<file path="src/rtl/uart_tx_unit.sv">
// Memory-mapped UART transmitter: TXD byte FIFO, 8N1 framing, STAT/CON register.
// Define UART_TX_IRQ_EN to add the irq_en control bit and the empty/idle interrupt.
module uart_tx_unit #(
  parameter int unsigned BAUD_DIV   = 5208,
  parameter int unsigned FIFO_DEPTH = 8
) (
  input  logic        clk,
  input  logic        reset,
  input  logic        rd,
  input  logic        wr,
  input  logic [31:0] addr,
  input  logic [31:0] wdata,
  output logic [31:0] rdata,
  output logic        uart_tx,
  output logic        irq
);

  localparam int unsigned AW = $clog2(FIFO_DEPTH);
  localparam int unsigned CW = $clog2(BAUD_DIV);
  localparam logic [31:0] TXD_ADDR  = 32'h4000_0018;
  localparam logic [31:0] STAT_ADDR = 32'h4000_0020;
  localparam logic [CW-1:0] BAUD_LAST = CW'(BAUD_DIV - 1);

  typedef enum logic [1:0] {
    IDLE  = 2'd0,
    START = 2'd1,
    DATA  = 2'd2,
    STOP  = 2'd3
  } state_t;

  state_t        state_r, state_s;
  logic [CW-1:0] baud_cnt_r, baud_cnt_s;
  logic [2:0]    bit_idx_r, bit_idx_s;
  logic [7:0]    shift_r, shift_s;
  logic          tx_r, line_s;

  logic [7:0]    mem_r [FIFO_DEPTH];
  logic [AW:0]   wptr_r, rptr_r, occ_s;
  logic [4:0]    count_s;
  logic          empty_s, full_s, busy_s, baud_last_s;
  logic          push_req_s, push_ok_s, ovf_set_s, stat_rd_s, pop_s, ovf_r;
  logic [7:0]    head_s;
  logic          irq_en_s;
  logic          unused_wdata_s;

  assign unused_wdata_s = ^wdata[31:8];

  assign occ_s       = wptr_r - rptr_r;
  assign count_s     = 5'(occ_s);
  assign empty_s     = (wptr_r == rptr_r);
  assign full_s      = (wptr_r[AW] != rptr_r[AW]) && (wptr_r[AW-1:0] == rptr_r[AW-1:0]);
  assign head_s      = mem_r[rptr_r[AW-1:0]];
  assign busy_s      = (state_r != IDLE);
  assign baud_last_s = (baud_cnt_r == BAUD_LAST);

  // A full FIFO still takes a byte when the transmitter pops in the same cycle.
  assign push_req_s = wr && (addr == TXD_ADDR);
  assign push_ok_s  = push_req_s && (!full_s || pop_s);
  assign ovf_set_s  = push_req_s && full_s && !pop_s;
  assign stat_rd_s  = rd && (addr == STAT_ADDR);

  // FSM next-state, baud/bit counters, shift register and FIFO pop.
  always_comb begin
    state_s    = state_r;
    baud_cnt_s = baud_cnt_r;
    bit_idx_s  = bit_idx_r;
    shift_s    = shift_r;
    pop_s      = 1'b0;
    case (state_r)
      IDLE: begin
        baud_cnt_s = '0;
        bit_idx_s  = 3'd0;
        if (!empty_s) begin
          pop_s   = 1'b1;
          shift_s = head_s;
          state_s = START;
        end else begin
          state_s = IDLE;
        end
      end
      START: begin
        if (baud_last_s) begin
          baud_cnt_s = '0;
          bit_idx_s  = 3'd0;
          state_s    = DATA;
        end else begin
          baud_cnt_s = baud_cnt_r + CW'(1);
        end
      end
      DATA: begin
        if (baud_last_s) begin
          baud_cnt_s = '0;
          shift_s    = {1'b0, shift_r[7:1]};
          if (bit_idx_r == 3'd7) begin
            bit_idx_s = 3'd0;
            state_s   = STOP;
          end else begin
            bit_idx_s = bit_idx_r + 3'd1;
          end
        end else begin
          baud_cnt_s = baud_cnt_r + CW'(1);
        end
      end
      STOP: begin
        if (baud_last_s) begin
          baud_cnt_s = '0;
          // Chain the next frame without an idle bit when data is waiting.
          if (!empty_s) begin
            pop_s   = 1'b1;
            shift_s = head_s;
            state_s = START;
          end else begin
            state_s = IDLE;
          end
        end else begin
          baud_cnt_s = baud_cnt_r + CW'(1);
        end
      end
      default: begin
        state_s    = IDLE;
        baud_cnt_s = '0;
        bit_idx_s  = 3'd0;
      end
    endcase
  end

  // Line level for the current state; registered one cycle later into tx_r.
  always_comb begin
    line_s = 1'b1;
    case (state_r)
      IDLE:    line_s = 1'b1;
      START:   line_s = 1'b0;
      DATA:    line_s = shift_r[0];
      STOP:    line_s = 1'b1;
      default: line_s = 1'b1;
    endcase
  end

  // FSM state, counters, shift register and serial output register.
  always_ff @(posedge clk or posedge reset) begin
    if (reset) begin
      state_r    <= IDLE;
      baud_cnt_r <= '0;
      bit_idx_r  <= 3'd0;
      shift_r    <= 8'd0;
      tx_r       <= 1'b1;
    end else begin
      state_r    <= state_s;
      baud_cnt_r <= baud_cnt_s;
      bit_idx_r  <= bit_idx_s;
      shift_r    <= shift_s;
      tx_r       <= line_s;
    end
  end

  // FIFO storage and wrap-bit pointers.
  always_ff @(posedge clk or posedge reset) begin
    if (reset) begin
      wptr_r <= '0;
      rptr_r <= '0;
      for (int i = 0; i < FIFO_DEPTH; i++) begin
        mem_r[i] <= 8'd0;
      end
    end else begin
      if (push_ok_s) begin
        mem_r[wptr_r[AW-1:0]] <= wdata[7:0];
        wptr_r                <= wptr_r + (AW+1)'(1);
      end
      if (pop_s) begin
        rptr_r <= rptr_r + (AW+1)'(1);
      end
    end
  end

  // Sticky overflow flag; a same-cycle overflow beats the clear-on-read.
  always_ff @(posedge clk or posedge reset) begin
    if (reset) begin
      ovf_r <= 1'b0;
    end else if (ovf_set_s) begin
      ovf_r <= 1'b1;
    end else if (stat_rd_s) begin
      ovf_r <= 1'b0;
    end
  end

`ifdef UART_TX_IRQ_EN
  logic irq_en_r;

  // Interrupt enable, written through the STAT/CON address.
  always_ff @(posedge clk or posedge reset) begin
    if (reset) begin
      irq_en_r <= 1'b0;
    end else if (wr && (addr == STAT_ADDR)) begin
      irq_en_r <= wdata[0];
    end
  end

  assign irq_en_s = irq_en_r;
  assign irq      = irq_en_r && empty_s && (state_r == IDLE);
`else
  assign irq_en_s = 1'b0;
  assign irq      = 1'b0;
`endif

  // Status read mux; reads zero unless STAT is selected.
  always_comb begin
    rdata = 32'd0;
    if (stat_rd_s) begin
      rdata = {23'd0, irq_en_s, count_s[3:0], ovf_r, empty_s, full_s, busy_s};
    end else begin
      rdata = 32'd0;
    end
  end

  assign uart_tx = tx_r;

endmodule
</file>
<file path="config.mk">
export PLATFORM = sky130hd
export DESIGN_NAME = uart_tx_unit
export DESIGN_NICKNAME = d
export VERILOG_FILES = /design/src/rtl/uart_tx_unit.sv
export SDC_FILE = /design/constraint.sdc
export NUM_CORES = 1
export LEC_CHECK = 0
export CAP_MARGIN = 15
export CORE_AREA = 2 2 80 158
export DETAILED_ROUTE_END_ITERATION = 12
export DIE_AREA = 0 0 82 160
export PLACE_DENSITY_LB_ADDON = 0.05
export SLEW_MARGIN = 10
export SYNTH_ARGS = -nofsm -noshare
export SYNTH_HDL_FRONTEND = slang
export SYNTH_SLANG_ARGS = --single-unit
</file>
<file path="constraint.sdc">
create_clock -name clk -period 4.5 [get_ports clk]
set_input_delay 0.675 -clock clk [delete_from_list [all_inputs] [get_ports clk]]
set_output_delay 0.675 -clock clk [all_outputs]
set_load 0.02 [all_outputs]
</file>
==> results of run 1 <==
==> cell usage after synthesis, drive strengths merged, types with 2 or more instances <==
master | n | share of area, %
mux4 | 16 | 6.9
a21o | 2 | 0.29
o21ai | 10 | 0.96
nor2 | 51 | 3.7
mux2i | 9 | 1.7
xnor2 | 12 | 2.0
xor2 | 8 | 1.3
or3 | 3 | 0.46
nor3 | 6 | 0.67
buf | 31 | 4.3
and3 | 2 | 0.24
a22o | 7 | 1.2
nand4 | 8 | 0.96
nor4 | 7 | 1.1
ha | 14 | 3.4
nand2b | 2 | 0.24
dfrtp | 99 | 48
inv | 12 | 0.87
a21oi | 5 | 0.48
nand2 | 18 | 1.3
and4 | 4 | 0.67
nor2b | 2 | 0.24
mux2 | 66 | 15
nand3 | 8 | 0.77
clkbuf | 8 | 0.58
==> cells by family (layout without fill, tap and decap cells) <==
kind of cell	Yosys count	after routing	synth area share, %
and+or+nand+nor	119	119	11.9
DFF	100	100	48.1
muxes	91	91	23.5
buffers and inverters	51	84	5.72
AOI/OAI and AO/OA	28	28	3.53
xor gates and xnor gates	20	20	3.37
adders and majority gates	15	15	3.75
other	1	25	0.0721
==> flip-flops by register name, summed over array words and instances (netlist names), 2 cells and up <==
| name | count |
|---|---|
| mem_r | 64 |
| bit_idx_r | 3 |
| baud_cnt_r | 13 |
| wptr_r | 4 |
| rptr_r | 4 |
| shift_r | 8 |
| state_r | 2 |
==> worst max-delay path: stages <==
cell and delay, ps:
clkdlybuf4s50_1 430, nor4_1 340, nand4_1 230, nor2_1 170
nand2_1 180, nor3_1 290, clkdlybuf4s50_1 660
==> through the flow <==
| step | worst slack, ps | instances | instance area, um^2 | utilization (%) | power [mW] |
|---|---|---|---|---|---|
| 3_5_place_dp | 803 | 613 | 5780 | 48.2 | 1.01 |
| 2_1_floorplan | 1210 | 449 | 5290 | - | 0.970 |
| 3_3_place_gp | 905 | 613 | 5780 | 48.2 | 1.00 |
| 5_1_grt | 728 | 629 | 6100 | 50.9 | 1.87 |
| 6_report | 853 | 629 | 6100 | 50.9 | 1.80 |
| 4_1_cts | 793 | 629 | 6100 | 50.9 | 1.83 |
==> power by group through the flow <==
stage               sequential [mW]  combinational [mW]  clock (mW)
floorplan                     0.916              0.0534           0
global placement              0.916              0.0862           0
detailed placement            0.916              0.0891           0
CTS                           0.898              0.0894       0.837
global route                  0.898              0.0978       0.873
finish                        0.898              0.0878       0.818
==> worst paths after layout <==
| path | slack (ps) | depth (start not counted) | end |
|---|---|---|---|
| setup / recovery | 850 | 7 | rdata[1] |
| hold / removal | 480 | 2 | shift_r[5] |
| setup reg to reg | 1470 | 6 | mem_r[13] |
| hold reg to reg | 480 | 2 | shift_r[5] |
| max in group asynchronous | 2690 | 3 | mem_r[54] |
| min in group asynchronous | 880 | 2 | baud_cnt_r[1] |
==> final cells by class <==
class	count	area share, %
clock inverter	6	1.37
timing repair buffer	56	9.02
inverter	12	0.779
sequential	100	41.0
clock buffer	10	3.92
multi-input combinational	298	40.9
tap	147	3.01
==> per-layer routing <==
| layer | vias to the layer above | wire, um |
|---|---|---|
| met4 | 0 | 127 |
| met1 | 1683 | 4520 |
| met3 | 9 | 285 |
| met2 | 55 | 6130 |
| met5 | - | 0 |
| li1 | 1564 | - |
==> metrics.md, run 1 <==
| Metric | Value |
|---|---|
| Crit Path Class | `input pin to output pin` |
| Initial Util | `a little over two fifths` |
| Vias | `around 3.3k` |
| Max Buffers Root-to-Sink | `2` |
| Total of max-cap violations | `0` |
| Clk sinks | `100` |
| R2R Path Start | `baud_cnt_r[0]` |
| Data arrival, critical path | `between 2000 and 3000 ps` |
| Cell Int Power | `around 1.4 mW` |
| Multi-input logic area | `2490 um^2` |
| Cell count after synthesis | `425` |
| Vert. Die Dim | `~160 um` |
| Post-synth EDFFs | `0` |
| Post-synthesis sequential area ratio | `around 48%` |
| Status | `complete, no violations` |
| Leakage | `between 2 and 3 nW` |
| Register area | `between 2000 and 3000 um^2` |
| Fraction of registers with async set/reset | `100%` |
| Tcrit/Tclk final | `roughly four fifths` |
| Most frequent cells in the layout | `dfrtp_1, mux2_2, clkdlybuf4s50_1, nor2_1, conb_1` |
| Fin. max-slew vios | `0` |
| Root Buffer | `clkbuf_16` |
| CTS tree | `built` |
| CP startpoint kind | `input pin` |
| CP required | `about 3800 ps` |
| Clk pwr share | `a little under half` |
| Combinational Power Share | `under 10%` |
| Share of post-route cells with drive strength above 1 | `23.2%` |
| Vias in the first global route | `between 3k and 4k` |
| Max-slew headroom | `between 40 and 50%` |
| DR iter-0 viols | `between 100 and 150` |
| Largest net degree at the start of global routing | `between 70 and 80` |
| Final #Nets | `560` |
| RSZ-0062 raised after global routing | `no` |
| Sw Share | `22.8%` |
| FP Rows | `57` |
| Final setup vio count | `0` |
| DIE WIDTH | `around 82 um` |
| PortBufs | `52` |
| Initial DRT Pass Iterations | `4` |
| First-pass GRT wire length | `18,300 um` |
| Met1 usage | `between 20% and 30%` |
| Area grow syn2layout | `17.2%` |
| Clock-pin slew on the worst setup and hold paths | `roughly 70 ps` |
| CTS HTree Levels | `3` |
| M2 GR Usage | `between 30% and 40%` |
| RD Place Congestion | `roughly 0.74` |
| Hold Slack | `485 ps` |
| Hold WC Path Type | `register to register` |
| Hold Buf Count CTS | `0` |
| Synth Register Bits | `100` |
| Resize count post-CTS | `0` |
| Power Density | `approximately 300 nW/um^2` |
| Post-Syn Area | `5200 um^2` |
| Number of remaining DRC errors | `0` |
| Achievable Freq | `between 0.2 and 0.3 GHz` |
| Worst Setup End Kind | `output pin` |
| Most Crowded Layer GR | `met2` |
| Synth warn | `0` |
| Grt total ovfl | `0` |
| Core area | `between 10,000 and 15,000 um^2` |
| Clock Skew | `8.93 ps` |
| ANT nets after route | `0` |
| Setup TNS | `0 ps` |
| Syn_area_per_cell | `12.2 um^2` |
| Worst Path Max Fanout | `8` |
| Commonest non-fill, non-tap cell in the layout | `dfrtp_1` |
| Routing usage on met3 | `under 10%` |
| Drt via density | `roughly 5.3` |
| Max VDD drop | `approximately 230 uV` |
| Wirelength per Cell | `about 18 um` |
| Period minus WS final | `~3600 ps` |
| Worst skew pair latency | `350 ps` |
| IO Pins | `between 100 and 150` |
| Critical Path Source | `addr[11]` |
| Distinct cell type count after synthesis | `slightly below 50` |
| Worst slew pin tran | `889 ps` |
| Flop pwr share | `49.8%` |
| Initial antenna violation count | `0` |
| ANT cells | `0` |
| # fillers | `around 1.1k` |
| Final Hold Violating Endpoints | `0` |
| GR Util All Layers | `between 10% and 20%` |
| Setup Buffers After CTS | `0` |
| Net Switching | `around 0.41 mW` |
| Most used DFF post-synth | `dfrtp_1` |
| Routed Wire Length | `~11,000 um` |
| Hold path start | `shift_r[5]` |
| Die area | `about 13,000 um^2` |
| HPWL Detailed | `7820 um` |
| Clock buffer count from CTS | `9` |
(Power assumes the default switching activity.)
==> inputs of run 2 (changes only) <==
- clock period: 4.5 -> 3.2 ns (I/O delays scaled with it)
==> run 2 against run 1 <==
Via count is 3.7% higher. Final cell count grew 2.1%. Clock skew barely moved. Flip-flop and latch count stayed put. Die area stayed put. Count of clock-buffer cells in the layout fell by 1. Power grew 35%. Wire length rose by 2.8%. Design area is 1.5% higher. Register-to-register slack worse by 1000 ps. Sequential share of layout area decreased by 0.62 points.
==> metrics.md, run 2 (synthesized netlist as in run 1, its figures left out) <==
| Metric | Value |
|---|---|
| Status | `complete, no violations` |
| Clk sinks | `100 (unchanged)` |
| Worst Setup End Kind | `output pin` |
| R2R Path Start | `baud_cnt_r[0]` |
| Total of max-cap violations | `0 (unchanged)` |
| IO Pins | `102 (unchanged)` |
| Hold Path Cell Cnt | `2 (unchanged)` |
| Tcrit/Tclk final | `92.4%` |
| CTS tree | `built` |
| Drt via density | `5.35 (+1.6%)` |
| Initial antenna violation count | `0 (unchanged)` |
| RD Place Congestion | `0.738 (+0.18%)` |
| Setup TNS | `0 ps (unchanged)` |
| GR Util All Layers | `18.9% (+0.38 points)` |
| Routed Wire Length | `11,400 um (+2.8%)` |
| Crit-path slowest cell | `clkdlybuf4s50_1` |
| Fin. max-slew vios | `0 (unchanged)` |
| Worst Path Max Fanout | `5 (-3)` |
| DIE WIDTH | `82 um (unchanged)` |
| Area grow syn2layout | `19.0%` |
| ANT cells | `0 (unchanged)` |
| Most flops, register | `mem_r` |
| DR iter-0 viols | `148 (+35%)` |
| Core area | `12,000 um^2 (unchanged)` |
| Root Buffer | `clkbuf_16` |
| Power Density | `393 nW/um^2 (+33%)` |
| Hold WC Path Type | `register to register` |
| Final setup vio count | `0 (unchanged)` |
| Grt total ovfl | `0 (unchanged)` |
| # fillers | `1,068 (+1.7%)` |
| Final Hold Violating Endpoints | `0 (unchanged)` |
| Hold Buf Count CTS | `0 (unchanged)` |
| Vias in the first global route | `3,587 (+2.7%)` |
| ANT nets after route | `0 (unchanged)` |
| Multi-input logic area | `2490 um^2 (unchanged)` |
| Final #Nets | `574 (+2.5%)` |
| CTS HTree Levels | `3 (unchanged)` |
| Worst-case hold path end point | `shift_r[0]` |
| Achievable Freq | `roughly 0.34 GHz` |
| R2R Setup Slk | `450 ps (-1020 ps)` |
| Data arrival, critical path | `2480 ps (-490 ps)` |
| PortBufs | `52 (unchanged)` |
| Worst slew pin tran | `676 ps (-213 ps)` |
| Resize count post-CTS | `0 (unchanged)` |
| Leakage | `2.94 nW (+5.2%)` |
| Crit-path cells | `clkdlybuf4s50_1 > nor4_1 > nand4_1 > nor2_1 > nand2_1 > nor2_1 > clkdlybuf4s50_1` |
| Largest register FFs | `64 (unchanged)` |
| Die area | `13,100 um^2 (unchanged)` |
| R2R depth | `7 (+1)` |
| Commonest non-fill, non-tap cell in the layout | `dfrtp_1` |
| Setup Buffers After CTS | `0 (unchanged)` |
| Clock-pin slew on the worst setup and hold paths | `70 ps (about the same)` |
| Power, Total | `2.44 mW (+35%)` |
| Hold path start | `shift_r[0]` |
| Max Buffers Root-to-Sink | `2 (unchanged)` |
| Max-slew headroom | `54.6% (+14 points)` |
| Period minus WS final | `between 2000 and 3000 ps` |
| Wirelength per Cell | `17.7 um (+0.74%)` |
| Largest net degree at the start of global routing | `62 (-14%)` |
| Clock Skew | `9.24 ps (+0.306 ps)` |
| Clock buffer count from CTS | `9 (unchanged)` |
| CP required | `2720 ps (-1110 ps)` |
| Vert. Die Dim | `160 um (unchanged)` |
| Number of remaining DRC errors | `0 (unchanged)` |
| Worst skew pair latency | `350 ps (about the same)` |
| CP max stage delay | `620 ps (-40 ps)` |
| First-pass GRT wire length | `18,600 um (+1.9%)` |
| Crit Path Class | `input pin to output pin` |
| Initial DRT Pass Iterations | `4 (unchanged)` |
| HPWL Detailed | `8070 um (+3.2%)` |
| CP startpoint kind | `input pin` |
| FP Rows | `57 (unchanged)` |
| R2R Path End | `mem_r[49]` |
| Top flop regs | `mem_r x64, baud_cnt_r x13, shift_r x8` |
| Register area | `2500 um^2 (unchanged)` |
| Most frequent cells in the layout | `dfrtp_1, mux2_2, nor2_1, clkdlybuf4s50_1, conb_1` |
| Crit path buffers/inverters | `2 (unchanged)` |
| Max VDD drop | `263 uV (+14%)` |
| RSZ-0062 raised after global routing | `no` |
| Vias | `3,432 (+3.7%)` |
| Delay-heaviest family, CP | `buffers and inverters` |
| Initial Util | `43.4% (unchanged)` |
| Share of post-route cells with drive strength above 1 | `25.3% (+2.0 points)` |
## run 2: cell count changes in the layout (fill, tap and decap cells not counted)
cell / before / now
buf_12: 0 / 1
dlymetal6s2s_1: 0 / 5
buf_4: 4 / 17
bufinv_16: 1 / 0
clkdlybuf4s50_1: 52 / 47
inv_6: 0 / 1
clkinv_4: 3 / 2
clkbuf_8: 1 / 0
clkinvlp_4: 0 / 1
## run 2: worst register-to-register path, stage by stage, from the launching register on
cell and delay (ps):
dfrtp_1 410, ha_1 280, and4bb_2 290, nand3_1 260, o21ai_1 540, and4_1 280, buf_4 220, mux2_2 370
## run 2: worst max path at each step
stage	start	to	slack, ps	cells past startpoint
4_1_cts	addr[11]	rdata[7]	30	8
2_1_floorplan	reset	baud_cnt_r[0]	100	1
3_5_place_dp	addr[11]	rdata[7]	30	8
6_report	addr[11]	rdata[6]	240	7
5_1_grt	addr[11]	rdata[6]	80	7
3_3_place_gp	addr[11]	rdata[7]	100	8
## run 2: layer usage
layer	vias to the layer above	share of wire, %	track usage (%)	routed length [um]
li1	1599	-	-	-
met1	1758	42	24.5	4830
met2	64	53	31.6	6080
met3	11	2.7	3.16	309
met4	0	1.3	5.91	153
met5	-	0	0	0
## run 2: where the power goes
group | internal [mW] | total [mW] | switching [mW]
Sequential | 1.26 | 1.26 | 0.000226
Clock | 0.541 | 1.05 | 0.505
Combinational | 0.0535 | 0.126 | 0.0722
## run 2: area by class of cell
cell class | count | area share (%)
Inverter | 12 | 0.768
Sequential cell | 100 | 40.4
Multi-Input combinational cell | 298 | 40.2
Tap cell | 147 | 2.97
Timing Repair Buffer | 70 | 11.0
Clock buffer | 9 | 3.64
Clock inverter | 6 | 0.990
## run 2: per-stage QoR
stage / util [%] / setup WS, ps / hold slack, ps / instances / area, um^2
2_1_floorplan: - / 103 / 448 / 449 / 5290
6_report: 51.7 / 243 / 487 / 642 / 6190
3_5_place_dp: 49.2 / 31.7 / 474 / 627 / 5900
5_1_grt: 51.7 / 76.1 / 515 / 642 / 6190
3_3_place_gp: 49.2 / 98.1 / 464 / 627 / 5900
4_1_cts: 51.6 / 29.0 / 492 / 642 / 6180
==> inputs of run 3 (changes only) <==
- CORE_AREA: 2 2 80 158 -> 2 2 111 113
- DIE_AREA: 0 0 82 160 -> 0 0 113 115
==> run 3 against run 2 <==
The flow now finishes with violations (DRC). First-iteration DRC count increased by 0.68%. Hold slack got worse by 2.9 ps. Register-to-register slack got worse by 40 ps. Final cell count increased by 0.16%. Utilization increased by 1.0 points. Die area decreased by 0.95%. Design area increased by 0.48%. Combinational power about the same. Power increased by 7.5%. Wire length decreased by 6.1%. Count of clock-buffer cells in the layout increased by 1. Critical endpoint is now rdata[1]. Largest cell class unchanged.
==> metrics.md, run 3 (synthesized netlist as in run 1, its figures left out) <==
| Metric | Value |
|---|---|
| Status | `complete, but fails checks` |
| Hold Buf Count CTS | `0 (unchanged)` |
| Final worst slack | `159 ps (-83.4 ps)` |
| Hold Slack | `485 ps (-2.85 ps)` |
| RD Place Congestion | `0.762 (+3.3%)` |
| Leakage | `2.88 nW (-2.2%)` |
| CTS tree | `built` |
| Failing checks | `DRC` |
| Crit-path slowest cell | `clkdlybuf4s50_1` |
| Final #Nets | `574 (unchanged)` |
| Wirelength per Cell | `16.6 um (-6.2%)` |
| DP Cell Count | `627 (unchanged)` |
| Top flop regs | `mem_r x64, baud_cnt_r x13, shift_r x8` |
| Setup TNS | `0 ps (unchanged)` |
| Worst Setup End Kind | `output pin` |
| RSZ-0062 raised after global routing | `no` |
| CP startpoint kind | `input pin` |
| Tcrit/Tclk final | `95.0% (+2.6 points)` |
| Multi-input logic area | `2490 um^2 (unchanged)` |
| Root Buffer | `clkbuf_16` |
| Max Buffers Root-to-Sink | `2 (unchanged)` |
| Initial antenna violation count | `0 (unchanged)` |
| Core Util, Final | `52.7% (+1.0 points)` |
| Clock Skew | `8.60 ps (-0.637 ps)` |
| Hold Path Cell Cnt | `2 (unchanged)` |
| Number of remaining DRC errors | `3 (+3)` |
| Max VDD drop | `305 uV (+16%)` |
| Delay-heaviest family, CP | `simple AND/OR/NAND/NOR gates` |
| Grt total ovfl | `0 (unchanged)` |
| Max-slew headroom | `49.4% (-5.2 points)` |
| Final Hold Violating Endpoints | `0 (unchanged)` |
| Total of max-cap violations | `0 (unchanged)` |
| Drt via density | `5.07 (-5.2%)` |
| Achievable Freq | `0.329 GHz (-2.7%)` |
| Initial Util | `44.1% (+0.63 points)` |
| Cell area after layout | `6220 um^2 (+0.48%)` |
| Vias in the first global route | `3,431 (-4.3%)` |
| Worst slew pin tran | `758 ps (+82.5 ps)` |
| DIE WIDTH | `113 um (+38%)` |
| Commonest non-fill, non-tap cell in the layout | `dfrtp_1` |
| Setup Buffers After CTS | `0 (unchanged)` |
| Crit-path cells | `clkdlybuf4s50_1 > nor4_1 > nand4_1 > nor2_1 > nand2_1 > nor3_1 > clkdlybuf4s50_1` |
| Crit path buffers/inverters | `2 (unchanged)` |
| Data arrival, critical path | `2560 ps (+80 ps)` |
| First-pass GRT wire length | `17,800 um (-4.2%)` |
| Resize count post-CTS | `0 (unchanged)` |
| Worst skew pair latency | `350 ps (about the same)` |
| Clk sinks | `100 (unchanged)` |
| Hold WC Path Type | `register to register` |
| FP Rows | `40 (-30%)` |
| Worst path most repeated cell | `clkdlybuf4s50_1` |
| Largest net degree at the start of global routing | `47 (-24%)` |
| Worst Path Max Fanout | `8 (+3)` |
| Die area | `13,000 um^2 (-0.95%)` |
| Vias | `3,259 (-5.0%)` |
| HPWL Detailed | `7470 um (-7.4%)` |
| CTS HTree Levels | `3 (unchanged)` |
| Cell Count, Final, Fillers Out | `643 (+0.16%)` |
| GR Util All Layers | `17.7% (-1.2 points)` |
| Clock buffer count from CTS | `9 (unchanged)` |
| Initial DRT Pass Iterations | `8 (+4)` |
| Power Density | `421 nW/um^2 (+7.0%)` |
| Clock-pin slew on the worst setup and hold paths | `70 ps (about the same)` |
| Period minus WS final | `3040 ps (+83.4 ps)` |
| Largest register FFs | `64 (unchanged)` |
| Core area | `11,800 um^2 (-1.4%)` |
| R2R depth | `7 (unchanged)` |
| CP required | `2720 ps (about the same)` |
| # fillers | `1,052 (-1.5%)` |
| Most flops, register | `mem_r` |
| Vert. Die Dim | `115 um (-28%)` |
| Most frequent cells in the layout | `dfrtp_1, mux2_2, clkdlybuf4s50_1, nor2_1, conb_1` |
| DP Area | `5880 um^2 (-0.21%)` |
| Routed Wire Length | `10,700 um (-6.1%)` |
| Post-Place Worst Slack | `77.3 ps (+45.6 ps)` |
| ANT nets after route | `0 (unchanged)` |
| PortBufs | `52 (unchanged)` |
| Fin. max-slew vios | `0 (unchanged)` |
| IO Pins | `102 (unchanged)` |
| Area grow syn2layout | `19.6%` |
| Register area | `2500 um^2 (unchanged)` |
| CP max stage delay | `630 ps (about the same)` |
| Share of post-route cells with drive strength above 1 | `25.4% (+0.15 points)` |
| Stages on worst setup path | `7 (unchanged)` |
| Crit Path Class | `input pin to output pin` |
| Final setup vio count | `0 (unchanged)` |
| DR iter-0 viols | `149 (+0.68%)` |
| Power, Total | `2.62 mW (+7.5%)` |
| ANT cells | `0 (unchanged)` |
run 3: routing by layer:
metal	track usage (%)	routed length [um]	share of wire, %	vias to the layer above
li1	-	-	-	1595
met1	23.1	4920	46	1600
met2	30.1	5300	50	53
met3	3.80	316	3.0	11
met4	5.12	135	1.3	0
met5	0	0	0	-
run 3: final timing paths:
| check | startpoint | end | slack (ps) |
|---|---|---|---|
| setup reg to reg | baud_cnt_r[0] | mem_r[62] | 410 |
| max in group asynchronous | reset | mem_r[23] | 1900 |
| hold reg to reg | shift_r[6] | shift_r[6] | 480 |
| min in group asynchronous | reset | baud_cnt_r[12] | 550 |
| hold / removal | shift_r[6] | shift_r[6] | 480 |
| setup / recovery | addr[15] | rdata[1] | 160 |
run 3: worst min-delay path, delay by kind of cell (launching register included):
family | cells | cell delay, ps
AOI/OAI and AO/OA | 1 | 60
DFF | 1 | 350
and+or+nand+nor | 1 | 40
run 3: power breakdown:
group / leakage, nW / switching, mW / internal (mW) / total, mW
clock network: 0.169 / 0.505 / 0.725 / 1.23
logic: 1.31 / 0.0722 / 0.0533 / 0.126
registers: 1.39 / 0.000210 / 1.26 / 1.26
total: 2.88 / 0.578 / 2.04 / 2.62
run 3: cell type report:
cell class | count | area share, %
multi-input combinational | 298 | 40.0
clock inverter | 6 | 1.65
clock buffer | 10 | 3.84
timing repair buffer | 70 | 10.5
sequential | 100 | 40.2
inverter | 12 | 0.764
tap | 147 | 2.95
